[config.mk]
export PLATFORM = sky130hd
export DESIGN_NAME = treg_mode
export DESIGN_NICKNAME = d
export VERILOG_FILES = /design/src/rtl/treg_pkg.sv /design/src/rtl/tff_cell.sv /design/src/rtl/treg_mode.sv
export SDC_FILE = /design/constraint.sdc
export NUM_CORES = 1
export LEC_CHECK = 0
export ABC_AREA = 1
export BUFFER_PORTS_ARGS = -buffer_cell sky130_fd_sc_hd__buf_2
export CORE_MARGIN = 2
export CORE_UTILIZATION = 40
export CTS_CLUSTER_DIAMETER = 50
export DETAILED_ROUTE_END_ITERATION = 7
export PLACE_DENSITY = 0.66
export SYNTH_ARGS = -nofsm -noshare
export SYNTH_HDL_FRONTEND = slang
export SYNTH_HIERARCHICAL = 1
export SYNTH_SLANG_ARGS = --single-unit
export TNS_END_PERCENT = 50
[constraint.sdc]
create_clock -name clk_i -period 1.25 [get_ports clk_i]
set_input_delay 0.0625 -clock clk_i [delete_from_list [all_inputs] [get_ports clk_i]]
set_output_delay 0.0625 -clock clk_i [all_outputs]
set_load 0.005 [all_outputs]
[src/rtl/treg_pkg.sv]
// Shared constants for the multi-mode toggle register: MODE encodings and
// the legal WIDTH range.
package treg_pkg;

    localparam logic [2:0] M_HOLD = 3'b000;
    localparam logic [2:0] M_LOAD = 3'b001;
    localparam logic [2:0] M_TOG  = 3'b010;
    localparam logic [2:0] M_CLR  = 3'b011;
    localparam logic [2:0] M_SET  = 3'b100;
    localparam logic [2:0] M_UP   = 3'b101;
    localparam logic [2:0] M_DOWN = 3'b110;
    localparam logic [2:0] M_SHL  = 3'b111;

    localparam int WIDTH_MIN = 2;
    localparam int WIDTH_MAX = 32;

endpackage

[src/rtl/tff_cell.sv]
// Single toggle flop with a synchronous reset to a per-instance reset bit.
module tff_cell #(
    parameter logic RESET_BIT = 1'b0
) (
    input  logic clk_i,
    input  logic reset_i,
    input  logic t_i,
    output logic q_o
);

    logic q_q;

    // Toggle when t_i is high; reset loads the instance's reset bit.
    always_ff @(posedge clk_i) begin
        if (reset_i) begin
            q_q <= RESET_BIT;
        end else begin
            q_q <= q_q ^ t_i;
        end
    end

    assign q_o = q_q;

endmodule

[src/rtl/treg_mode.sv]
// Parametrised multi-mode toggle register. Every mode is reduced to a
// per-bit toggle vector feeding a bank of toggle flops; count modes use
// prefix-AND carry/borrow chains and raise a wrap pulse plus a sticky flag.
module treg_mode
    import treg_pkg::*;
#(
    parameter int               WIDTH     = 4,
    parameter logic [WIDTH-1:0] RESET_VAL = '0
) (
    input  logic             clk_i,
    input  logic             reset_i,
    input  logic             en_i,
    input  logic [2:0]       mode_i,
    input  logic [WIDTH-1:0] in_i,
    input  logic             clr_ovf_i,
    output logic [WIDTH-1:0] out_o,
    output logic             wrap_o,
    output logic             ovf_o
);

    generate
        if (WIDTH < WIDTH_MIN || WIDTH > WIDTH_MAX) begin : g_bad_width
            $error("treg_mode: WIDTH out of legal range");
        end
    endgenerate

    logic [WIDTH-1:0] state_q;
    logic [WIDTH-1:0] t_d;
    logic [WIDTH-1:0] up_t;
    logic [WIDTH-1:0] dn_t;
    logic             wrap_d;
    logic             wrap_q;
    logic             ovf_d;
    logic             ovf_q;

    // Carry (up) and borrow (down) prefix-AND chains.
    always_comb begin
        up_t    = '0;
        dn_t    = '0;
        up_t[0] = 1'b1;
        dn_t[0] = 1'b1;
        for (int i = 1; i < WIDTH; i++) begin
            up_t[i] = up_t[i-1] &  state_q[i-1];
            dn_t[i] = dn_t[i-1] & ~state_q[i-1];
        end
    end

    // Toggle-vector mux: each mode expressed as the bits that must flip.
    // Gated by en_i so a disabled cycle flips nothing.
    always_comb begin
        t_d = '0;
        if (en_i) begin
            case (mode_i)
                M_HOLD:  t_d = '0;
                M_LOAD:  t_d = state_q ^ in_i;
                M_TOG:   t_d = in_i;
                M_CLR:   t_d = state_q & in_i;
                M_SET:   t_d = ~state_q & in_i;
                M_UP:    t_d = up_t;
                M_DOWN:  t_d = dn_t;
                M_SHL:   t_d = state_q ^ {state_q[WIDTH-2:0], in_i[0]};
                default: t_d = '0;
            endcase
        end
    end

    // Wrap happens when counting up from all-ones or down from zero.
    always_comb begin
        wrap_d = en_i && (((mode_i == M_UP)   && (&state_q)) ||
                          ((mode_i == M_DOWN) && (state_q == '0)));
        ovf_d  = ovf_q;
        if (clr_ovf_i) begin
            ovf_d = 1'b0;
        end
        if (wrap_d) begin
            ovf_d = 1'b1;
        end
    end

    generate
        for (genvar g = 0; g < WIDTH; g++) begin : g_cell
            tff_cell #(
                .RESET_BIT(RESET_VAL[g])
            ) u_cell (
                .clk_i  (clk_i),
                .reset_i(reset_i),
                .t_i    (t_d[g]),
                .q_o    (state_q[g])
            );
        end
    endgenerate

    // Wrap pulse and sticky overflow flag; set beats clear.
    always_ff @(posedge clk_i) begin
        if (reset_i) begin
            wrap_q <= 1'b0;
            ovf_q  <= 1'b0;
        end else begin
            wrap_q <= wrap_d;
            ovf_q  <= ovf_d;
        end
    end

    assign out_o  = state_q;
    assign wrap_o = wrap_q;
    assign ovf_o  = ovf_q;

endmodule

Word level (Yosys, flattened, before mapping) --
Cells that the tools add are included.
Operators by class: add/subtract/negate cells 0, multipliers 0, div/mod/pow operators 0, $lt $le $gt $ge 0, equality and inequality tests 7, shift operators 0, muxes and demuxes 4, bitwise logic cells 16, reductions and logical operators 8
Operators with widths (number):
- case mux 4 bit (8 select lines) | 1
- equality test 3 bit, second input constant | 4
- bitwise AND 4 bit | 2
- XOR 4 bit | 2
- equality test 3 x 2 -> 1 bit, second input constant | 2
- bitwise AND 1 bit | 4
- logical NOT 4 bit | 1
- 2-to-1 mux 4 bit | 1
- inverter 4 bit | 1
- AND reduction 4 bit | 1
- XOR 1 bit | 4
- equality test 3 x 1 -> 1 bit, second input constant | 1
- logical AND 1 bit | 3
- logical NOT 3 bit | 1
- inverter 1 bit | 3
- 2-to-1 mux 1 bit | 2
- nonzero test 2 bit | 1
- logical OR 1 bit | 1
Word-level totals: bits in registers 6, latch bits 0, RAM bits 0, memory bits (read-only) 0, bits of input ports 11, output and inout port bits 6, logic and storage cells 41, memories 0

Logic depth before layout (Yosys ltp) --
word-level depth 6, depth in mapped cells 11, gate-level depth less buffers 10

Hierarchy --
Netlist, hierarchy kept.
By module, submodules not included:
- treg_mode | instances 1, cells each 102, area an instance 503.0 µm², seq. area each 40.0 µm²
- tff_cell | instances 4, cells each 6, area an instance 38.8 µm², seq. area each 20.0 µm²

Worst setup path after synthesis --
No wires, ideal clock.
path kind reg-to-reg, from register g_cell[0].u_cell.q_q, to register g_cell[3].u_cell.q_q, setup time 0.113 ns, arrival time 1.159 ns, required time 1.137 ns, path slack -0.022 ns, stages on the path, launching flop included 11, buffers on the path 1, period minus slack after synthesis 1.272 ns, path through dfxtp_1 buf_2 nand2_1 nor2_1 nand2_1 nand3_1 nor2_1 a21oi_1 nand2_1 nand2_1 nor2_1
On the way: cells in the longest elaborated chain, start to end 6, elaborated cells on any way between the ends 8, those cells by class 2 x mux; 6 x bitwise
Ends and longest elaborated chain:
- start: declaration | line tff_cell.sv:11 | logic q_q;
- start signal: assignment | line tff_cell.sv:18 | q_q <= q_q ^ t_i;
- inverter 1 bit | line treg_mode.sv:44 | dn_t[i] = dn_t[i-1] & ~state_q[i-1];
- bitwise AND 1 bit (2 in series) | line treg_mode.sv:44
- case mux 4 bit (8 select lines) * | line treg_mode.sv:53 | case (mode_i)
- 2-to-1 mux 4 bit * | line treg_mode.sv:52 | if (en_i) begin
- net t_d[3] | line treg_mode.sv:28 | logic [WIDTH-1:0] t_d;
- XOR 1 bit * | line tff_cell.sv:18
- end signal: assignment | line tff_cell.sv:18
- end: declaration | line tff_cell.sv:11
The timed path passes the listed nets; every way through them passes the cells marked *. A chain may end at the register's enable or synchronous reset.

Worst setup path in the final report --
from register g_cell[1].u_cell.q_q, to register g_cell[1].u_cell.q_q
On the way: cells in the longest elaborated chain, start to end 5, elaborated cells on any way between the ends 8, those cells by class 2 x mux; 6 x bitwise
Ends and longest elaborated chain:
- start: declaration | line tff_cell.sv:11
- start signal: assignment | line tff_cell.sv:18
- inverter 4 bit | line treg_mode.sv:58 | M_SET: t_d = ~state_q & in_i;
- bitwise AND 4 bit | line treg_mode.sv:58
- case mux 4 bit (8 select lines) * | line treg_mode.sv:53
- 2-to-1 mux 4 bit * | line treg_mode.sv:52
- net t_d[1] | line treg_mode.sv:28
- XOR 1 bit * | line tff_cell.sv:18
Marks and branches as above.

==> flow_summary.toml <==
[timing]
fin_crit_ps = 1200
rsz0062_at_grt = "yes"
tightest_slew_ps = 230
whs_ps = 92.8
period_share_pct = 96.3
finalHoldViolCount = 0
clock-skew-final_ps = 1.65
relSlewSlack_pct = 84.7
finalSetupViolCount = 0
fmax_mhz = 831
final_max_slew_viol_count = 0
fin_setup_tns_ps = 0
setup_ws_ps = 45.9

[synth]
synth_edf_count = 0
syn_nets = 137
yosys_warnings = 6
syn_area_um2 = 658
synth_top_area_share_pct = 24.5
syn_inst = 126
synth_flop_cell = "dfxtp_1"
syn_avg_cell_area_um2 = 5.22
synth_commonest_cells = "nand2_1, nand3_1, nor2_1, inv_1, a21oi_1"
ys_ff_latch = 6
synth_cell_types = 17
synth_most_common_cell = "nand2_1"
ys_seq_area_share_pct = 18.3
synth.largest_area_cell = "nand2_1"
synth_async_sr_flop_share_pct = 0
ys_top_cells_by_area = "nand2_1, dfxtp_1, nand3_1"

[finish]
drive_gt1_share_pct = 27.3
final_cells = 170
register_area_um2 = 129
nNetsFinal = 167
area_delta_synth_final_pct = 32.5
fin_util_pct = 57.2
num_antenna_cells = 0
multi_input_area_um2 = 468
fillers = 164

[floorplanning]
die_y_um = 44.6
core_area_mm2 = 0.00152
num_rows = 14
dieArea_mm2 = 0.00199
fp.dieW_um = 44.6
ioPinCount = 17
start_util_pct = 43.2

[clocking]
cts_sinks = 6
h-tree-depth = 1
clock-root-buffer = "clkbuf_4"
cts_hold_buf = 0
clock_path_buffers = 2
cts_buffers = 3
cts_tree = "yes"
clk_pin_slew_ps = 40
clock_latency_ps = 240

[drt]
drt_pass1_iterations = 4
vias = 836
viasPerCell = 4.92
ant_nets = 0
drc = 0
wire_per_inst_um = 9.61
drtIter0Drc = 19
routed_wl_um = 1630

[grt]
antenna_found_initial = 0
grt_max_degree = 11
grt_pass1_wl_um = 2790
gr-usage-all-layers_pct = 18.4
grt_pass1_vias = 673
grt-ovfl-total = 0

[critical_path]
critPathCaptureType = "flop"
worstPathRequired_ps = 1390
start_kind = "flop"
crit_family = "simple AND/OR/NAND/NOR gates"
crit_slowest_cell = "dfxtp_4"
path_depth = 9
cp.buffers_inverters = 1
critPathMaxStageDelay_ps = 360
rr_worst_depth = 9
worstPathCellList = "buf_4, nand3_1, nand2_1, nor2_1, nor2_1, a21oi_2, nand2_1, nand2_1, nor2_1"
critPathMaxFanout = 8
cp.arrival_ps = 1340
path_class = "reg -> reg"

[power_and_ir_drop]
ir_drop_mv = 0.477
combPwrFrac_pct = 39.1
p_leak_nw = 0.471
switching_share_pct = 35.1
pwr-share-seq_pct = 34.3
clkPwrFrac_pct = 26.7
p_sw_w = 0.000235
p_per_area_mw_per_mm2 = 767
p_int_w = 0.000434

[run]
drv_cap = 0

[status]
outcome = "finished clean"

[placed_design]
gp_congestion = 0.900
place_ws_ps = -35.6
port_buffers = 16
placed_cells_incl_taps = 167
hpwl_um = 1360

[worst_hold_path]
hp-class = "in -> reg"
hold_path_depth = 3
## tightest hold or removal path, stage by stage
cell and delay [ps]:
buf_2 100, nand3_1 90, nor2_1 40
## metrics by stage
stage               area [µm²]  total power, W
floorplan                  661        0.000380
detailed placement         825        0.000482
finish                     872        0.000669
CTS                        850        0.000663
global placement           825        0.000477
global route               872        0.000719
## cell type report
type	count	share of cell area [%]
multi-input cells	100	53.7
repair buffers	27	18.7
flip-flops and latches	6	14.8
inverters	18	8.03
clock buffers	3	2.58
well taps	16	2.30
## power by group through the flow
stage                     combinational (W)  clock [W]  sequential [W]
after floorplan                    0.000148          0        0.000232
after global placement             0.000248          0        0.000229
after detailed placement           0.000252          0        0.000230
after CTS                          0.000253   0.000182        0.000228
after global routing               0.000296   0.000191        0.000232
final                              0.000261   0.000178        0.000229
## logic make-up (layout without fill, tap and decap cells)
group / Yosys count / count (layout) / synth area share (%)
simple gates: 90 / 90 / 59.9
compound gates: 9 / 9 / 7.41
xor+xnor: 1 / 1 / 1.33
buf+inv: 20 / 48 / 13.1
flops: 6 / 6 / 18.3
## layer usage
layer	track usage (%)	wire length [µm]	up-vias
met5	0	0	-
met4	7.27	29	0
met3	0	95	4
met2	29.9	726	27
met1	25.7	783	351
li1	-	-	454
## state kept, by name, summed over array words and instances (netlist names)
signal / cells
g_cell.u_cell/q_o: 4
ovf_o: 1
wrap_o: 1
## placed cells by master, fill, tap and decap left out
cell	count
dfxtp_1	3
nand2_1	43
inv_1	17
buf_2	16
nand3b_1	1
a21oi_2	3
buf_4	11
nand4_1	4
inv_4	1
xor2_1	1
nor2_2	1
o21ai_2	1
a21oi_1	4
nand3_1	19
nor2_1	19
nor2_4	2
o21ai_0	1
nor3_2	1
dfxtp_4	2
dfxtp_2	1
clkbuf_4	3
## final timing paths
path / from / to / slack, ps
worst max-delay path: g_cell[1].u_cell/q_o$_SDFF_PP0_ / g_cell[1].u_cell/q_o$_SDFF_PP0_ / 50
worst min-delay path: en_i / wrap_o$_SDFF_PP0_ / 90
worst max register to register: g_cell[1].u_cell/q_o$_SDFF_PP0_ / g_cell[1].u_cell/q_o$_SDFF_PP0_ / 50
worst min register to register: ovf_o$_SDFFE_PP0P_ / ovf_o$_SDFFE_PP0P_ / 500
## what timing repair did
item	in CTS	in global routing
gates resized for setup	2	7
setup endpoints to repair	3	4
setup buffers	0	0
hold endpoints to repair	0	0
Power figures use the tool's default switching activity.
